===== src/rtl/axil_reg_slave.sv =====
// AXI4-Lite slave register file: NUM_REGS word registers with byte strobes,
// read-only and privileged write masks, SLVERR/DECERR responses, optional read pipeline.
module axil_reg_slave #(
  parameter int DATA_WIDTH      = 32,
  parameter int ADDR_WIDTH      = 16,
  parameter int STRB_WIDTH      = DATA_WIDTH / 8,
  parameter int NUM_REGS        = 16,
  parameter logic [NUM_REGS-1:0] RO_MASK   = '0,
  parameter logic [NUM_REGS-1:0] PRIV_MASK = '0,
  parameter bit PIPELINE_OUTPUT = 1'b0
) (
  input  logic                  clk,
  input  logic                  rst,
  input  logic [ADDR_WIDTH-1:0] s_axil_awaddr,
  input  logic [2:0]            s_axil_awprot,
  input  logic                  s_axil_awvalid,
  output logic                  s_axil_awready,
  input  logic [DATA_WIDTH-1:0] s_axil_wdata,
  input  logic [STRB_WIDTH-1:0] s_axil_wstrb,
  input  logic                  s_axil_wvalid,
  output logic                  s_axil_wready,
  output logic [1:0]            s_axil_bresp,
  output logic                  s_axil_bvalid,
  input  logic                  s_axil_bready,
  input  logic [ADDR_WIDTH-1:0] s_axil_araddr,
  input  logic [2:0]            s_axil_arprot,
  input  logic                  s_axil_arvalid,
  output logic                  s_axil_arready,
  output logic [DATA_WIDTH-1:0] s_axil_rdata,
  output logic [1:0]            s_axil_rresp,
  output logic                  s_axil_rvalid,
  input  logic                  s_axil_rready
);

  localparam int OFS_W = $clog2(STRB_WIDTH);
  localparam int IDX_W = ADDR_WIDTH - OFS_W;

  localparam logic [1:0] RESP_OKAY   = 2'b00;
  localparam logic [1:0] RESP_SLVERR = 2'b10;
  localparam logic [1:0] RESP_DECERR = 2'b11;

  logic [DATA_WIDTH-1:0] regs [NUM_REGS];

  // Holds the readies low until the first clock edge after reset is released.
  logic rdy_en;

  logic                  aw_held, w_held;
  logic [ADDR_WIDTH-1:0] aw_addr_q;
  logic [2:0]            aw_prot_q;
  logic [DATA_WIDTH-1:0] w_data_q;
  logic [STRB_WIDTH-1:0] w_strb_q;

  logic aw_hs, w_hs, ar_hs, commit;
  logic [ADDR_WIDTH-1:0] wr_addr;
  logic [2:0]            wr_prot;
  logic [DATA_WIDTH-1:0] wr_data;
  logic [STRB_WIDTH-1:0] wr_strb;
  logic [IDX_W-1:0]      wr_idx, rd_idx;
  logic [NUM_REGS-1:0]   wr_sel, rd_sel;
  logic [1:0]            wr_resp, rd_resp;
  logic                  wr_ok;
  logic [DATA_WIDTH-1:0] rd_val;

  logic                  p_valid;
  logic [DATA_WIDTH-1:0] p_data;
  logic [1:0]            p_resp;

  assign s_axil_awready = rdy_en && !aw_held && !s_axil_bvalid;
  assign s_axil_wready  = rdy_en && !w_held && !s_axil_bvalid;
  assign s_axil_arready = rdy_en && !s_axil_rvalid && !p_valid;

  assign aw_hs  = s_axil_awvalid && s_axil_awready;
  assign w_hs   = s_axil_wvalid && s_axil_wready;
  assign ar_hs  = s_axil_arvalid && s_axil_arready;
  assign commit = (aw_held || aw_hs) && (w_held || w_hs);

  assign wr_addr = aw_held ? aw_addr_q : s_axil_awaddr;
  assign wr_prot = aw_held ? aw_prot_q : s_axil_awprot;
  assign wr_data = w_held ? w_data_q : s_axil_wdata;
  assign wr_strb = w_held ? w_strb_q : s_axil_wstrb;
  assign wr_idx  = wr_addr[ADDR_WIDTH-1:OFS_W];
  assign rd_idx  = s_axil_araddr[ADDR_WIDTH-1:OFS_W];

  // One-hot selects avoid indexing past NUM_REGS; an all-zero select is a decode error.
  always_comb begin
    wr_sel = '0;
    rd_sel = '0;
    rd_val = '0;
    for (int i = 0; i < NUM_REGS; i++) begin
      wr_sel[i] = (wr_idx == IDX_W'(i));
      rd_sel[i] = (rd_idx == IDX_W'(i));
      if (rd_sel[i]) rd_val = regs[i];
    end
  end

  always_comb begin
    wr_resp = RESP_OKAY;
    if (wr_sel == '0)
      wr_resp = RESP_DECERR;
    else if ((wr_sel & RO_MASK) != '0)
      wr_resp = RESP_SLVERR;
    else if (((wr_sel & PRIV_MASK) != '0) && !wr_prot[0])
      wr_resp = RESP_SLVERR;
    wr_ok   = (wr_resp == RESP_OKAY);
    rd_resp = (rd_sel == '0) ? RESP_DECERR : RESP_OKAY;
  end

  always_ff @(posedge clk or posedge rst) begin
    if (rst) begin
      rdy_en        <= 1'b0;
      aw_held       <= 1'b0;
      w_held        <= 1'b0;
      aw_addr_q     <= '0;
      aw_prot_q     <= '0;
      w_data_q      <= '0;
      w_strb_q      <= '0;
      s_axil_bvalid <= 1'b0;
      s_axil_bresp  <= RESP_OKAY;
    end else begin
      rdy_en <= 1'b1;
      if (s_axil_bvalid && s_axil_bready) s_axil_bvalid <= 1'b0;
      if (commit) begin
        aw_held       <= 1'b0;
        w_held        <= 1'b0;
        s_axil_bvalid <= 1'b1;
        s_axil_bresp  <= wr_resp;
      end else begin
        if (aw_hs) begin
          aw_held   <= 1'b1;
          aw_addr_q <= s_axil_awaddr;
          aw_prot_q <= s_axil_awprot;
        end
        if (w_hs) begin
          w_held   <= 1'b1;
          w_data_q <= s_axil_wdata;
          w_strb_q <= s_axil_wstrb;
        end
      end
    end
  end

  always_ff @(posedge clk or posedge rst) begin
    if (rst) begin
      for (int i = 0; i < NUM_REGS; i++) regs[i] <= '0;
    end else if (commit && wr_ok) begin
      for (int i = 0; i < NUM_REGS; i++) begin
        if (wr_sel[i]) begin
          for (int b = 0; b < STRB_WIDTH; b++) begin
            if (wr_strb[b]) regs[i][8*b +: 8] <= wr_data[8*b +: 8];
          end
        end
      end
    end
  end

  // Read path: reg samples are taken before any same-edge write lands.
  always_ff @(posedge clk or posedge rst) begin
    if (rst) begin
      s_axil_rvalid <= 1'b0;
      s_axil_rdata  <= '0;
      s_axil_rresp  <= RESP_OKAY;
      p_valid       <= 1'b0;
      p_data        <= '0;
      p_resp        <= RESP_OKAY;
    end else begin
      if (s_axil_rvalid && s_axil_rready) s_axil_rvalid <= 1'b0;
      if (!PIPELINE_OUTPUT) begin
        if (ar_hs) begin
          s_axil_rvalid <= 1'b1;
          s_axil_rdata  <= rd_val;
          s_axil_rresp  <= rd_resp;
        end
      end else begin
        if (ar_hs) begin
          p_valid <= 1'b1;
          p_data  <= rd_val;
          p_resp  <= rd_resp;
        end
        if (p_valid && (!s_axil_rvalid || s_axil_rready)) begin
          p_valid       <= 1'b0;
          s_axil_rvalid <= 1'b1;
          s_axil_rdata  <= p_data;
          s_axil_rresp  <= p_resp;
        end
      end
    end
  end

endmodule


===== config.mk =====
export PLATFORM = sky130hd
export DESIGN_NAME = axil_reg_slave
export DESIGN_NICKNAME = d
export VERILOG_FILES = /design/src/rtl/axil_reg_slave.sv
export SDC_FILE = /design/constraint.sdc
export NUM_CORES = 1
export LEC_CHECK = 0
export ABC_AREA = 1
export CORE_MARGIN = 2
export CORE_UTILIZATION = 25
export CTS_BUF_LIST = sky130_fd_sc_hd__clkbuf_8
export DETAILED_ROUTE_END_ITERATION = 12
export PLACE_DENSITY = 0.46
export SETUP_SLACK_MARGIN = 0.5
export SLEW_MARGIN = 20
export SYNTH_ARGS = -nofsm -noshare
export SYNTH_HDL_FRONTEND = slang
export SYNTH_SLANG_ARGS = --single-unit

===== constraint.sdc =====
create_clock -name clk -period 51.5 [get_ports clk]
set_input_delay 10.3 -clock clk [delete_from_list [all_inputs] [get_ports clk]]
set_output_delay 10.3 -clock clk [all_outputs]
set_load 0.005 [all_outputs]

* After elaboration in Yosys (flattened, before gate mapping) *
Index checks and enable logic that the tools add are counted.

cells by class
  equal/unequal tests = 30
  mux-type cells = 29
  bitwise gates (word level) = 1
  reduce and logical (&&, ||, !) cells = 93

operators by type and width
  cell                                                   count
  2-to-1 mux 32 bit                                      17
  equality test 14 x 4 -> 1 bit (second input constant)  16
  AND reduction 3 bit                                    64
  equality test 14 x 3 -> 1 bit (second input constant)  8
  equality test 14 x 2 -> 1 bit (second input constant)  4
  logical NOT 16 bit                                     2
  equality test 14 x 1 -> 1 bit (second input constant)  2
  logical NOT 14 bit                                     2
  2-to-1 mux 16 bit                                      1
  logical AND 1 bit                                      12
  2-to-1 mux 1 bit                                       8
  nonzero test 2 bit                                     4
  logical NOT 1 bit                                      4
  2-to-1 mux 2 bit                                       2
  2-to-1 mux 4 bit                                       1
  AND reduction 2 bit                                    2
  logical NOT 2 bit                                      1
  logical OR 1 bit                                       2
  inverter 1 bit                                         1

storage, ports and cells
  register bits after elaboration = 605
  output and inout bits = 41

* Longest topological paths before layout *
Gate-level depths: netlist of run 1.

  depth after elaboration = 17
  depth in mapped cells = 19
  mapped depth without buffers = 19

* Worst setup path before layout of run 1 *
No wires, ideal clock.

  path type = input-to-reg
  start = input port s_axil_araddr[7]
  end = register s_axil_rdata[16]
  arrival time = 12.169 ns
  data required time = 51.434 ns
  slack = 39.266 ns
  stages on the path = 11
  path buffers = 2
  path through = nor2_1 -> nand2_1 -> buf_2 -> nor4_1 -> inv_1 -> clkbuf_1 -> nor2_1 -> nor2_1 -> nand4_1 -> nand2_1 -> nand2_1

between the ends
  cells in the longest elaborated chain, start to end = 17

ends and longest elaborated chain
  item                             line  source
  start, declared                  25    input logic [ADDR_WIDTH-1:0] s_axil_araddr,
  logical NOT 14 bit               91    rd_sel[i] = (rd_idx == IDX_W'(i));
  2-to-1 mux 32 bit (15 in a row)  92    if (rd_sel[i]) rd_val = regs[i];
  2-to-1 mux 32 bit *              92
  end signal, assigned             170   s_axil_rdata <= rd_val;
  end signal, assigned             182   s_axil_rdata <= p_data;
  end, declared                    29    output logic [DATA_WIDTH-1:0] s_axil_rdata,

Mark *: on every way between the ends. The rest lies on a longest branch, timed or not.
A chain may end at the register's enable or synchronous reset.

* Final worst setup path of run 1 *
  start = input port s_axil_awaddr[7]
  end = register regs[353] in the netlist's numbering

between the ends
  cells in the longest elaborated chain, start to end = 7

ends and longest elaborated chain
  item                                                         line  source
  start, declared                                              14    input logic [ADDR_WIDTH-1:0] s_axil_awaddr,
  2-to-1 mux 16 bit *                                          77    assign wr_addr = aw_held ? aw_addr_q : s_axil_awaddr;
  equality test 14 x 1 -> 1 bit, or another cell as far along  90    wr_sel[i] = (wr_idx == IDX_W'(i));
  logical NOT 16 bit                                           98    if (wr_sel == '0)
  2-to-1 mux 2 bit                                             98
  logical NOT 2 bit                                            104   wr_ok = (wr_resp == RESP_OKAY);
  logical AND 1 bit                                            145   end else if (commit && wr_ok) begin
  AND reduction 3 bit (no source line) *                       n/a
  end signal, assigned by index                                149   if (wr_strb[b]) regs[i][8*b +: 8] <= wr_data[8*b +: 8];
  end, declared                                                42    logic [DATA_WIDTH-1:0] regs [NUM_REGS];

Marked as above.

==> run_results.csv, run 1 <==
group,metric,value,unit
status,status,"completed",
clock_tree,htree_num_levels,3,
synthesis,synthXorXnorAreaFrac,0,%
timing,setup_tns,0,ps
timing,period_share,29.11,%
worst_setup_path,critPathKind,"in -> reg",
clock_tree,clock_path_buffers,3,
route,avgRoutedWirePerCell,17.54,um
clock_tree,cts_tree,"built",
timing,grt_setup_unrepaired,"false",
placed_design,io_buffers,111,
worst_hold_path,holdPathEnd,"regs[252]",
route,wirelength,97870,um
synthesis,synth_top_family_by_area,"simple AND/OR/NAND/NOR gates",
timing,post-route-min-period,14990,ps
synthesis,ys_seq_area_share,49.13,%
clock_tree,cts_setup_buffers,0,
die,ios,122,
die,initial_core_util,25.15,%
pwr,total_power,1.187,mW
clock_tree,cts_resized,0,
grt,gr-total-overflow,0,
finish,area_growth,14.30,%
worst_hold_path,hold_depth,2,
worst_setup_path,crit_path_start_kind,"input port",
worst_hold_path,hold_path_startpoint,"regs[252]",
route,drt_iter0_markers,2227,
grt,grt_first_pass_wirelength,153600,um
synthesis,ys_warn_count,0,
timing,setup_violations,0,
timing,fmax,66.70,MHz
synthesis,yosys.cell_types.count,43,
pwr,p_per_area,33.94,mW/mm2
die,rows,128,
clock_tree,clock-sinks,601,
synthesis,ys_seq_elements,601,
die,die_height,353.9,um
timing,worstMarginPinSlew,1117,ps
placed_design,pre_cts_slack,35870,ps
worst_setup_path,reg2regPathDepth,16,
synthesis,synth-edff-count,0,
route,vias,25860,
synthesis,synthAdderAreaFrac,0,%
worst_setup_path,worstPathMaxFanout,168,
worst_setup_path,rrSetupSlack,45920,ps
synthesis,synthTopCellsByArea,"dfrtp_1 49%, nand2_1 17%, nand4_1 9.2%",
pwr,power_leakage,16.74,nW
clock_tree,clk_pin_slew_worst_paths,60,ps
clock_tree,cts_buffers,106,
synthesis,synth_area_per_cell,8.034,um2
finish,instances_no_fill,5580,
synthesis,syn-cell-area,0.03061,mm2
timing,drv_slew,0,
timing,fin_worst_skew,27.01,ps
worst_setup_path,worstSetupEndpointType,"register",
placed_design,dp_hpwl,67400,um
clock_tree,root_buffer,"clkbuf_8",
synthesis,synth_cells,3810,
die,dieArea,0.1253,mm2
grt,grt_max_degree,169,
timing,relSlewSlack,25.46,%
placed_design,dp.cells,5388,
die,die_w,353.9,um
synthesis,synth_top_area_cell,"dfrtp_1",
clock_tree,clk_latency,730,ps
finish,design_area,0.03499,mm2
worst_setup_path,r2r-end,"regs[353]",
placed_design,globalplace.congestion,0.7946,
worst_setup_path,critPathArrivalTime,15580,ps
finish,layout-drive-gt1-share,9.208,%
synthesis,synth.top_cell.area_share,49.13,%
grt,first_global_vias,25160,
synthesis,muxShareOfSynthArea,1.194,%
worst_hold_path,hp-class,"reg -> reg",
synthesis,synth_compound_area_share,4.390,%
route,drc_errors,0,
grt,antenna_found_initial,2,
route,vias_per_cell,4.635,
worst_setup_path,required,52090,ps
die,core_area,0.1217,mm2
route,final_antenna_net_count,0,
grt,track_usage,15.56,%
worst_setup_path,r2r_start,"aw_held",
synthesis,synth-simple-area-share,36.63,%
synthesis,synthArstFlopShare,100.0,%
flow_run,cap_violations,0,
timing,setup_ws,36510,ps
route,dr.pass1.iters,5,
synthesis,synth-main-ff-cell,"dfrtp_1",
placed_design,dpl_cell_area,0.03284,mm2
clock_tree,cts_hold_buf,0,
pwr,irDropWorstVdd,0.02604,mV
timing,hold_violations,0,
finish,fin_nets,3952,
synthesis,synthesis.nets,3891,
registers in the layout, indices dropped and copies added (netlist names):
register and count:
w_data_q 32, s_axil_rdata 32, rdy_en 1, w_strb_q 4, s_axil_bvalid 1, s_axil_bresp 1
regs 512, s_axil_rresp 1, s_axil_rvalid 1, w_held 1, aw_held 1, aw_addr_q 14
cells by family (layout without fill, tap and decap cells):
logic type             count (synthesis)  count (layout)
AND/OR/NAND/NOR                     2385            2385
flip-flops                           601             601
other                                  1               3
buffers and inverters                527             670
multiplexers                          35              35
AO/OA/AOI/OAI                        261             261
cell usage in the layout, fill, tap and decap left out, drive strengths merged, types with 3 or more instances in the layout:
master	instances
clkbuf	134
clkinv	8
inv	354
mux2i	23
nand3	148
clkdlybuf4s50	111
buf	58
mux2	12
nand4	458
or2	10
o21ai	194
nor4	9
clkinvlp	3
a21oi	61
nor3	23
nand2	1385
dfrtp	601
nor2	351
metal layers:
layer	vias up	wire length (um)	track usage, %
li1	12660	-	-
met1	12570	45550	21.67
met2	507	46220	25.28
met3	126	3909	1.990
met4	0	2189	4.339
met5	-	0	0
layout make-up:
type | count | area, um2
antenna | 2 | 5.005
inverter | 311 | 1185
sequential | 601 | 15040
timing repair buffer | 169 | 1588
tap | 1625 | 2033
multi-input combinational | 2682 | 13000
clock inverter | 56 | 290.3
fill | 13320 | 86730
clock buffer | 134 | 1844
Yosys cell counts, types with 6 or more instances:
master and count:
a21oi_1 61, buf_12 28, buf_2 35, buf_6 9, buf_8 7, clkbuf_1 127
dfrtp_1 601, inv_1 299, inv_2 6, mux2_2 12, mux2i_1 23, nand2_1 1380
nand3_1 106, nand3_4 42, nand4_1 449, nand4_2 8, nor2_1 299, nor2_2 45
nor2_4 7, nor3_1 16, nor4_1 7, o21ai_0 190, or2_2 6
metrics by stage:
step / hold WS (ps) / util [%]
floorplan: 433.2 / -
global placement: 449.1 / 26.98
detailed placement: 454.2 / 26.98
CTS: 469.6 / 28.73
global route: 484.2 / 28.74
finish: 467.4 / 28.74
worst max-delay path, cell delays in order:
cell and delay [ps]:
clkdlybuf4s50_1 420, nor3_1 260, nand3_1 100, nand2_1 590
inv_1 350, nor3_2 280, nand2_2 220, nand4_2 240
nor2_4 80, nand2_8 520, buf_12 680, buf_4 820
nand3_4 270, nand2_1 120, nand2_1 60
where the power goes:
part           switching (mW)  internal, mW
Sequential            0.00924         0.494
Combinational           0.186        0.0479
Clock                   0.209         0.242
Total                   0.404         0.784
how the worst max path moves through the flow:
stage / startpoint / endpoint / slack, ps / cells past startpoint
3_5_place_dp: s_axil_awaddr[8] / regs[332] / 35870 / 15
3_3_place_gp: s_axil_awaddr[7] / regs[332] / 35890 / 15
6_report: s_axil_awaddr[7] / regs[353] / 36510 / 15
5_1_grt: s_axil_awaddr[13] / regs[332] / 36210 / 14
4_1_cts: s_axil_awaddr[8] / regs[353] / 36670 / 15
2_1_floorplan: rst / aw_addr_q[10] / 24380 / 1
Note: power is estimated with default switching activity, not from simulation.
==> inputs of run 2 (changes only) <==
==> constraint.sdc (replaced) <==
create_clock -name clk -period 14.4 [get_ports clk]
set_input_delay 2.88 -clock clk [delete_from_list [all_inputs] [get_ports clk]]
set_output_delay 2.88 -clock clk [all_outputs]
set_load 0.005 [all_outputs]
==> run 2 against run 1 <==
Via count up 0.13%. Cell count grew 0.14%. Flip-flop and latch count stayed put. Setup slack got worse by 29000 ps. Global-route usage down 0.064 points. Clock power grew to 3.6 times the previous value. Critical endpoint is now regs[204]. Largest power group unchanged.
==> run_results.csv, run 2 (synthesis gave the netlist of run 1 again) <==
group,metric,value,unit
pwr,irDropWorstVdd,0.1155,mV
grt,track_usage,15.50,%
finish,instances_no_fill,5588,
die,die_w,353.9,um
die,core_area,0.1217,mm2
timing,hold_violations,0,
clock_tree,cts_setup_buffers,0,
worst_setup_path,crit_path_frequent_cell,"nand2_1",
finish,area_growth,14.43,%
worst_setup_path,cpPeakStageDelay,730,ps
placed_design,io_buffers,111,
grt,gr-total-overflow,0,
route,dr.pass1.iters,5,
timing,worstMarginPinSlew,1083,ps
worst_setup_path,crit_path_top_delay_cell,"buf_4",
worst_setup_path,worstPathMaxFanout,129,
clock_tree,clock_path_buffers,3,
die,dieArea,0.1253,mm2
clock_tree,root_buffer,"clkbuf_8",
timing,setup_violations,0,
clock_tree,clock-sinks,601,
route,final_antenna_net_count,0,
clock_tree,htree_num_levels,3,
die,initial_core_util,25.15,%
timing,relSlewSlack,27.07,%
finish,layout-drive-gt1-share,9.341,%
timing,fin_worst_skew,40.72,ps
timing,setup_tns,0,ps
finish,fillerInstances,13270,
clock_tree,clk_pin_slew_worst_paths,60,ps
clock_tree,cts_tree,"built",
route,drc_errors,0,
clock_tree,cts_resized,0,
clock_tree,cts_buffers,108,
die,die_height,353.9,um
finish,fin_util,28.78,%
worst_setup_path,crit_path_cell_trace,"clkdlybuf4s50_1 > nor3_1 > nand3_1 > nand2_1 > inv_1 > nor3_2 > nand2_2 > nand4_2 > nor2_4 > nand2_8 > buf_12 > buf_4 > nand3_4 > nand2_1 > nand2_1",
finish,mostFrequentLayoutCells,"1378 x nand2_1, 600 x dfrtp_1, 449 x nand4_1",
route,vias,25900,
route,avgRoutedWirePerCell,17.60,um
placed_design,globalplace.congestion,0.8257,
timing,drv_slew,0,
pwr,power_leakage,16.78,nW
timing,period_share,50.75,%
worst_setup_path,critPathKind,"in -> reg",
finish,top_register,"regs",
finish,largest_register_ffs,512,
grt,antenna_found_initial,1,
placed_design,dp.cells,5394,
placed_design,dp_hpwl,67280,um
status,status,"completed",
route,drt_iter0_markers,1889,
timing,fmax,136.8,MHz
timing,setup_ws,7092,ps
timing,post-route-min-period,7308,ps
die,rows,128,
worst_setup_path,crit_path_start_kind,"input port",
pwr,p_per_area,121.5,mW/mm2
clock_tree,clk_latency,750,ps
grt,grt_first_pass_wirelength,153000,um
timing,grt_setup_unrepaired,"false",
grt,grt_max_degree,155,
worst_setup_path,required,15030,ps
grt,first_global_vias,25260,
finish,reg_top3,"regs: 512 flops, s_axil_rdata: 32 flops, w_data_q: 32 flops",
flow_run,cap_violations,0,
worst_setup_path,worstSetupEndpointType,"register",
placed_design,pre_cts_slack,6383,ps
route,vias_per_cell,4.635,
finish,final_common_cell,"nand2_1",
route,wirelength,98340,um
finish,fin_nets,3960,
clock_tree,cts_hold_buf,0,
worst_hold_path,hp-class,"reg -> reg",
worst_setup_path,critPathArrivalTime,7940,ps
timing,hold_ws,469.1,ps
die,ios,122,
==> run 2: cell types whose count changed in the layout (fill, tap and decap cells not counted), sizes merged <==
cell,delta
inv,+2
buf,+6
clkinv,+2
clkbuf,-2
==> run 2: layout make-up <==
cell class / instances / area [um2] / area share [%]
clock inverters: 60 / 304.0 / 0.8681
repair buffers: 175 / 1642 / 4.687
flip-flops and latches: 601 / 15040 / 42.94
diodes: 2 / 5.005 / 0.01429
inverters: 311 / 1181 / 3.372
clock buffers: 132 / 1817 / 5.187
well taps: 1625 / 2033 / 5.805
multi-input cells: 2682 / 13000 / 37.12
==> run 2: critical path, delay by kind of cell <==
kind,cells,cell delay (ps)
simple gates,11,2700
buf+inv,4,2030
==> run 2: power by group <==
part	total (mW)	internal [mW]	switching, mW
sequential	1.80	1.77	0.0334
clock	1.62	0.856	0.765
combinational	0.836	0.175	0.661
total	4.26	2.80	1.46
==> run 2: worst paths after layout <==
kind / startpoint / end / slack (ps) / cells past startpoint
worst max-delay path: s_axil_awaddr[7] / regs[204] / 7090 / 15
worst min-delay path: regs[32] / regs[32] / 470 / 2
worst max register to register: aw_held / regs[204] / 9090 / 16
worst min register to register: regs[32] / regs[32] / 470 / 2
max in group asynchronous: rst / s_axil_rdata[25] / 9460 / 4
min in group asynchronous: rst / regs[420] / 2720 / 2
==> run 2: stage by stage <==
step,instance area [um2],power [mW]
after floorplan,30610,2.366
after global placement,32900,2.679
after detailed placement,32900,2.685
after CTS,35020,4.333
after global routing,35020,4.476
final,35020,4.257
==> run 2: routing by layer <==
metal | vias to the layer above | share of wire [%] | GRT usage, %
li1 | 12680 | - | -
met1 | 12550 | 46 | 21.06
met2 | 510 | 47 | 25.28
met3 | 150 | 4.4 | 2.742
met4 | 0 | 2.5 | 4.229
met5 | - | 0 | 0
